<file path="src/rtl/pipeline_pkg.sv">
// Shared pipeline constants: datapath widths, the hard-wired zero register
// index and the values the WB register stage holds while in reset.
package pipeline_pkg;

  localparam int DATA_W = 32;
  localparam int ADDR_W = 5;

  localparam logic [ADDR_W-1:0] REG_ZERO = '0;

  localparam logic              RST_EN   = 1'b0;
  localparam logic [ADDR_W-1:0] RST_ADDR = '0;
  localparam logic [DATA_W-1:0] RST_DATA = '0;

endpackage

</file>
<file path="src/rtl/wb_pipe_reg.sv">
// Parameterised pipeline register with asynchronous, active-high reset to a
// fixed value; used for the {en, addr, data} write-back bundle.
module wb_pipe_reg #(
  parameter int               WIDTH     = 1,
  parameter logic [WIDTH-1:0] RESET_VAL = '0
) (
  input  logic             clock,
  input  logic             reset,
  input  logic [WIDTH-1:0] d,
  output logic [WIDTH-1:0] q
);

  always_ff @(posedge clock or posedge reset) begin
    if (reset) begin
      q <= RESET_VAL;
    end else begin
      q <= d;
    end
  end

endmodule

</file>
<file path="src/rtl/writeback.sv">
// WB stage: registers the MEM/WB result onto the register-file write port and
// mirrors it combinationally to forwarding. Option macro: WB_ZERO_REG_GUARD_EN.
module writeback
  import pipeline_pkg::*;
#(
  parameter int DATA_W = pipeline_pkg::DATA_W,
  parameter int ADDR_W = pipeline_pkg::ADDR_W
) (
  input  logic              clock,
  input  logic              reset,
  input  logic [ADDR_W-1:0] mem_wb_regdest,
  input  logic              mem_wb_writereg,
  input  logic [DATA_W-1:0] mem_wb_wbvalue,
  output logic              wb_reg_en,
  output logic [ADDR_W-1:0] wb_reg_addr,
  output logic [DATA_W-1:0] wb_reg_data,
  output logic [DATA_W-1:0] wb_fw_wbvalue,
  output logic              wb_fw_writereg
);

  localparam int BUNDLE_W = 1 + ADDR_W + DATA_W;
  localparam logic [BUNDLE_W-1:0] RST_BUNDLE =
    {RST_EN, ADDR_W'(RST_ADDR), DATA_W'(RST_DATA)};

  logic                write_ok;
  logic [BUNDLE_W-1:0] bundle_d;
  logic [BUNDLE_W-1:0] bundle_q;

`ifdef WB_ZERO_REG_GUARD_EN
  // r0 is never written; the same qualified enable feeds forwarding so a
  // younger instruction never forwards a value destined for r0.
  assign write_ok = mem_wb_writereg && (mem_wb_regdest != ADDR_W'(REG_ZERO));
`else
  assign write_ok = mem_wb_writereg;
`endif

  // Forwarding bypasses the register entirely and ignores reset.
  assign wb_fw_wbvalue  = mem_wb_wbvalue;
  assign wb_fw_writereg = write_ok;

  // Address and data travel unconditionally; only the enable qualifies a write.
  assign bundle_d = {write_ok, mem_wb_regdest, mem_wb_wbvalue};

  wb_pipe_reg #(
    .WIDTH     (BUNDLE_W),
    .RESET_VAL (RST_BUNDLE)
  ) u_wb_pipe_reg (
    .clock (clock),
    .reset (reset),
    .d     (bundle_d),
    .q     (bundle_q)
  );

  assign {wb_reg_en, wb_reg_addr, wb_reg_data} = bundle_q;

endmodule

</file>
<file path="config.mk">
export PLATFORM = sky130hd
export DESIGN_NAME = writeback
export DESIGN_NICKNAME = d
export VERILOG_FILES = /design/src/rtl/pipeline_pkg.sv /design/src/rtl/wb_pipe_reg.sv /design/src/rtl/writeback.sv
export SDC_FILE = /design/constraint.sdc
export NUM_CORES = 1
export LEC_CHECK = 0
export ABC_AREA = 1
export CAP_MARGIN = 20
export CORE_ASPECT_RATIO = 1.75
export CORE_MARGIN = 4
export CORE_UTILIZATION = 27
export DETAILED_ROUTE_END_ITERATION = 10
export PLACE_DENSITY = 0.85
export SETUP_SLACK_MARGIN = 0.3
export SLEW_MARGIN = 5
export SYNTH_ARGS = -nofsm -noshare
export SYNTH_HDL_FRONTEND = slang
export SYNTH_SLANG_ARGS = --single-unit
</file>
<file path="constraint.sdc">
create_clock -name clock -period 1.27 [get_ports clock]
set_clock_uncertainty 0.2 [all_clocks]
set_input_delay 0.254 -clock clock [delete_from_list [all_inputs] [get_ports clock]]
set_output_delay 0.254 -clock clock [all_outputs]
set_load 0.03 [all_outputs]
</file>
==> metrics.md, run 1 <==
| Metric | Value |
|---|---|
| Vias per cell | 3.90 |
| Largest regs | u_wb_pipe_reg.q: 38 flops |
| Root Driver | clkbuf_8 |
| Max reg flops | 38 |
| Share of cells above drive strength 1 | 0.656 |
| Share of the synthesized area in the top cell type | 0.791 |
| Clock Sinks | 38 |
| Status | finished with violations |
| Failing checks | hold timing, setup timing |
| Post-synth top area cell | dfrtp_1 |
| Post-Syn Instances | 72 |
| Worst Max-Slew Pin Slew | 0.149 ns |
| Setup-failing EPs final | 2 |
| Min Clock Period, post-route | 1.27 ns |
| CP arrival | 0.82 ns |
| Longest Clk Path Bufs | 2 |
| PortBufs | 110 |
| Register area share after synthesis | 0.791 |
| Startpoint types | flip-flop |
| Clock-pin slew on the worst setup and hold paths | 0.08 ns |
| Post-route ant nets | 0 |
| Fill count | 355 |
| Syn. warnings | 0 |
| Die area | 5630 sq um |
| Mapped Avg Cell Area | 16.7 sq um |
| Gr ovfl total | 0 |
| Die X | 58.4 um |
| Fin. Hold Viols | 2 |
| CP max stage cell | dfrtp_1 |
| Pwr Total | 2.84 mW |
| Leak Pwr | 1.23 nW |
| Vias in the first global route | 1096 |
| Final GP Congestion | 0.653 |
| First-pass GRT wire length | 5030 um |
| Max incr delay on CP | 0.39 ns |
| Util after Layout | 0.584 |
| # DRC | 0 |
| Crit end category | output pin |
| CP max FO | 1 |
| Synth cell types | 3 |
| Synthesized flop and latch total | 38 |
| Hold slack | -0.00471 ns |
| Slew HR | 0.901 |
| Hold crit path type | in2reg |
| Die Y | 96.3 um |
| CTS Hold Bufs | 22 |
| Crit Path Class | reg2out |
| Final non-filler cell total | 241 |
| WP data required | 0.82 ns |
| Post-CTS Setup Repair Bufs | 0 |
| RSZ-0062 raised after global routing | true |
| CTS tree | built |
| DRT iter0 DRCs | 3 |
| Syn_nets | 112 |
| Cell area after synthesis | 1200 sq um |
| Worst path cell trace | buf_6 |
| Period utilisation layout | 1.00 |
| WL per Instance | 14.0 um |
| PwrDens | 1150 nW/um^2 |
| Worst Slack Setup Final | -0.00423 ns |
| Post-Route WL | 3380 um |
| DR vias | 941 |
| Max Cap Violations | 0 |
| Placed Instances | 211 |
| Top reg by flops | u_wb_pipe_reg.q |
| Worst Path Buf+Inv | 1 |
| Largest net degree at the start of global routing | 27 |
| Row cnt | 31 |
| Multi-input comb cells | 0 |
| ANT cells | 0 |
| Largest cells by area after synthesis | dfrtp_1 79%, buf_4 21%, inv_1 0.31% |
| Top-Level Pins | 111 |
| Syn-to-layout area delta | 105% |
| GRT Overall Usage | 0.123 |
| Gate family responsible for the most delay along the worst path | flip-flops |
| Initial antenna violation count | 0 |
| Post-DP HPWL | 2470 um |
| Peak VDD IR | 869 uV |
| Setup TNS Final | -0.00586 ns |
| Final nets | 231 |
| CTS Buf Count | 5 |
| Final Max Tran Viols | 0 |
| Max Fclk | 785 MHz |
| Core ar. | 4230 sq um |
| Starting density of the core | 0.284 |
| Area occupied by multi-input gates | 0 sq um |
| CTS HTree Levels | 2 |
| Pre-antenna DRT Iters | 2 |
## kinds of logic after synthesis
logic type | count (synthesis) | synth area share
DFF | 38 | 0.791
buffers and inverters | 34 | 0.209
## timing repair
| action | CTS | global route |
|---|---|---|
| gates cloned | 0 | 0 |
| endpoints found under the setup margin | 71 | 38 |
| resized for setup | 203 | 0 |
| endpoints found under the hold margin | 33 | 10 |
## final timing paths
check	start	slack, ns	to	cells after the start
hold / removal	mem_wb_wbvalue[28]	-0.005	u_wb_pipe_reg.q[28]	2
max in group asynchronous	reset	0.55	u_wb_pipe_reg.q[34]	3
min in group asynchronous	reset	0.15	u_wb_pipe_reg.q[24]	3
setup / recovery	u_wb_pipe_reg.q[11]	-0.004	wb_reg_data[11]	1
## synthesized netlist by cell type (all sizes together)
cell / number
inv: 1
dfrtp: 38
buf: 33
## per-layer routing
layer	share of wire	GRT usage
met1	0.26	0.0928
met2	0.62	0.250
met3	0.11	0.0591
met4	0.010	0.0464
met5	0	0
## metrics by stage
stage	setup slack, ns	instance area (sq um)
final	-0.00423	2470
after global placement	-0.100	2050
after floorplan	0.349	1210
after global routing	-0.0485	2470
after CTS	-0.00852	2470
after detailed placement	-0.121	2050
## area by class of cell
type                  count  area [sq um]  area share
sequential               38           951       0.385
tap                      49          61.3      0.0248
inverter                  1          7.51     0.00304
clock inverter            2          12.5     0.00507
timing repair buffer    145          1360       0.549
clock buffer              6          82.6      0.0334
## report_power, final
part           total (mW)  internal (mW)  switching (mW)
Clock               0.835          0.436           0.399
Sequential           1.30           1.27          0.0289
Combinational       0.709          0.342           0.367
Total                2.84           2.05           0.795
## cells in the final DEF (no fill, tap or decap)
cell type	instances
dlygate4sd3_1	22
buf_6	71
dfrtp_1	38
clkinv_2	1
buf_12	1
clkbuf_8	6
clkdlybuf4s50_1	6
clkinvlp_4	2
buf_2	33
buf_4	12
Power figures use the tool's default switching activity.
==> inputs of run 2 (changes only) <==
--- a/config.mk
+++ b/config.mk
@@ -5,13 +5,13 @@
 export SDC_FILE = /design/constraint.sdc
 export NUM_CORES = 1
 export LEC_CHECK = 0
-export ABC_AREA = 1
+export ABC_AREA = 0
 export CAP_MARGIN = 20
 export CORE_ASPECT_RATIO = 1.75
 export CORE_MARGIN = 4
-export CORE_UTILIZATION = 27
+export CORE_UTILIZATION = 32
 export DETAILED_ROUTE_END_ITERATION = 10
-export PLACE_DENSITY = 0.85
+export PLACE_DENSITY = 0.94
 export SETUP_SLACK_MARGIN = 0.3
 export SLEW_MARGIN = 5
 export SYNTH_ARGS = -nofsm -noshare
==> constraint.sdc (replaced) <==
create_clock -name clock -period 1.55 [get_ports clock]
set_clock_uncertainty 0.2 [all_clocks]
set_input_delay 0.31 -clock clock [delete_from_list [all_inputs] [get_ports clock]]
set_output_delay 0.31 -clock clock [all_outputs]
set_load 0.03 [all_outputs]
==> run 2 against run 1 <==
Against the previous run:
- utilization up 5.1 points
- sequential share of layout area up 2.8 points
- the run now ends clean
- cell count is 15% lower
- clock power is 22% lower
- global-route usage fell by 1.0 points
- clock-buffer cell count increased by 1
- worst hold slack better by 0.10 ns
- critical endpoint is now wb_reg_data[31]
- sequential power decreased by 18%
- worst setup slack improved by 0.23 ns
==> metrics.md, run 2 (synthesis results as in run 1) <==
| Metric | Value |
|---|---|
| Status | finished clean |
| DRT iter0 DRCs | 0 |
| Vias in the first global route | 885 |
| PortBufs | 110 |
| WP data required | 1.04 ns |
| Worst Max-Slew Pin Slew | 0.165 ns |
| Cell Area, Placed | 2090 sq um |
| Max incr delay on CP | 0.40 ns |
| Gate family responsible for the most delay along the worst path | flip-flops |
| Worst Slack Setup Final | 0.223 ns |
| Setup TNS Final | 0 ns |
| Slew HR | 0.890 |
| Final Max Tran Viols | 0 |
| Final nets | 198 |
| WP depth | 1 |
| Area occupied by multi-input gates | 0 sq um |
| Top reg by flops | u_wb_pipe_reg.q |
| Max reg flops | 38 |
| Initial antenna violation count | 0 |
| Clock-pin slew on the worst setup and hold paths | 0.07 ns |
| CP max stage cell | dfrtp_1 |
| Worst Path Buf+Inv | 1 |
| CTS HTree Levels | 2 |
| Die X | 54.3 um |
| CTS tree | built |
| Period utilisation layout | 0.856 |
| Pre-antenna DRT Iters | 1 |
| CTS Buf Count | 5 |
| Die Y | 89.1 um |
| PostCTS Resize Cnt | 301 |
| Max Fclk | 753 MHz |
| Clock Sinks | 38 |
| Crit Path Class | reg2out |
| Worst setup endpoint | wb_reg_data[31] |
| Row cnt | 29 |
| Pwr Total | 2.25 mW |
| RSZ-0062 raised after global routing | true |
| First-pass GRT wire length | 3880 um |
| Share of cells above drive strength 1 | 0.509 |
| Starting density of the core | 0.331 |
| Post-route ant nets | 0 |
| Leak Pwr | 1.14 nW |
| Fin area | 2300 sq um |
| DP Worst Slack | 0.0499 ns |
| DR vias | 797 |
| Syn-to-layout area delta | 91.6% |
| Hold crit path type | in2reg |
| Longest Clk Path Bufs | 2 |
| Crit end category | output pin |
| Post-Route WL | 2690 um |
| Leading cell type in the layout, fill and taps excluded | buf_6 |
| CTS Hold Bufs | 0 |
| Startpoint types | flip-flop |
| Core ar. | 3630 sq um |
| Post-CTS Setup Repair Bufs | 0 |
| GRT Overall Usage | 0.113 |
| Min Clock Period, post-route | 1.33 ns |
| Most frequent cells in the layout | 67 x buf_6, 38 x dfrtp_1, 33 x dlygate4sd2_1, 6 x clkbuf_8, 6 x clkdlybuf4s50_1 |
| Root Driver | clkbuf_8 |
| Hold slack | 0.0970 ns |
| Die area | 4840 sq um |
| # DRC | 0 |
| CP arrival | 0.82 ns |
| WL per Instance | 13.1 um |
| Origin of the worst setup path | u_wb_pipe_reg.q[31] |
| Worst path cell trace | buf_12 |
| Vias per cell | 3.89 |
| Top-Level Pins | 111 |
| CP max FO | 1 |
| Multi-input comb cells | 0 |
| Final GP Congestion | 0.658 |
| Setup-failing EPs final | 0 |
| Max Cap Violations | 0 |
| PwrDens | 977 nW/um^2 |
| Largest regs | u_wb_pipe_reg.q: 38 flops |
| ANT cells | 0 |
| Largest net degree at the start of global routing | 26 |
| Peak VDD IR | 803 uV |
| Fin. Hold Viols | 0 |
| Gr ovfl total | 0 |
[run 2: cell count changes in the layout (fill, tap and decap cells not counted)]
cell,previous run,this run
clkinvlp_4,2,1
buf_4,12,1
dlygate4sd2_1,0,33
dlygate4sd3_1,22,0
buf_12,1,4
buf_2,33,1
buf_6,71,67
clkbuf_1,0,1
[run 2: layout make-up]
type                    count  area [sq um]
fillers                   265          1330
repair buffers            112          1200
flip-flops and latches     38           951
clock buffers               7          86.3
well taps                  46          57.6
inverters                   1          7.51
clock inverters             1          5.00
[run 2: report_power, final]
group	leakage [nW]	total (mW)	internal, mW	switching [mW]
Combinational	0.649	0.532	0.245	0.287
Sequential	0.443	1.07	1.04	0.0231
Clock	0.0482	0.653	0.358	0.295
[run 2: how the worst min path moves through the flow]
stage                     from                  end  slack (ns)  depth (start not counted)
2_1_floorplan            reset   u_wb_pipe_reg.q[0]        0.08                          1
3_3_place_gp             reset   u_wb_pipe_reg.q[4]        0.50                          3
3_5_place_dp             reset  u_wb_pipe_reg.q[13]        0.51                          3
4_1_cts        mem_wb_writereg  u_wb_pipe_reg.q[37]        0.09                          1
5_1_grt        mem_wb_writereg  u_wb_pipe_reg.q[37]        0.09                          1
6_report       mem_wb_writereg  u_wb_pipe_reg.q[37]         0.1                          1
[run 2: stage by stage]
| step | std cells | utilization |
|---|---|---|
| floorplan | 72 | - |
| global placement | 197 | 0.576 |
| detailed placement | 197 | 0.576 |
| CTS | 205 | 0.637 |
| global route | 205 | 0.635 |
| finish | 205 | 0.635 |
[run 2: per-layer routing]
layer | track usage | vias to the layer above | part of all wire
li1 | - | 359 | -
met1 | 0.0899 | 369 | 0.25
met2 | 0.216 | 64 | 0.60
met3 | 0.0618 | 5 | 0.14
met4 | 0.0408 | 0 | 0.014
met5 | 0 | - | 0
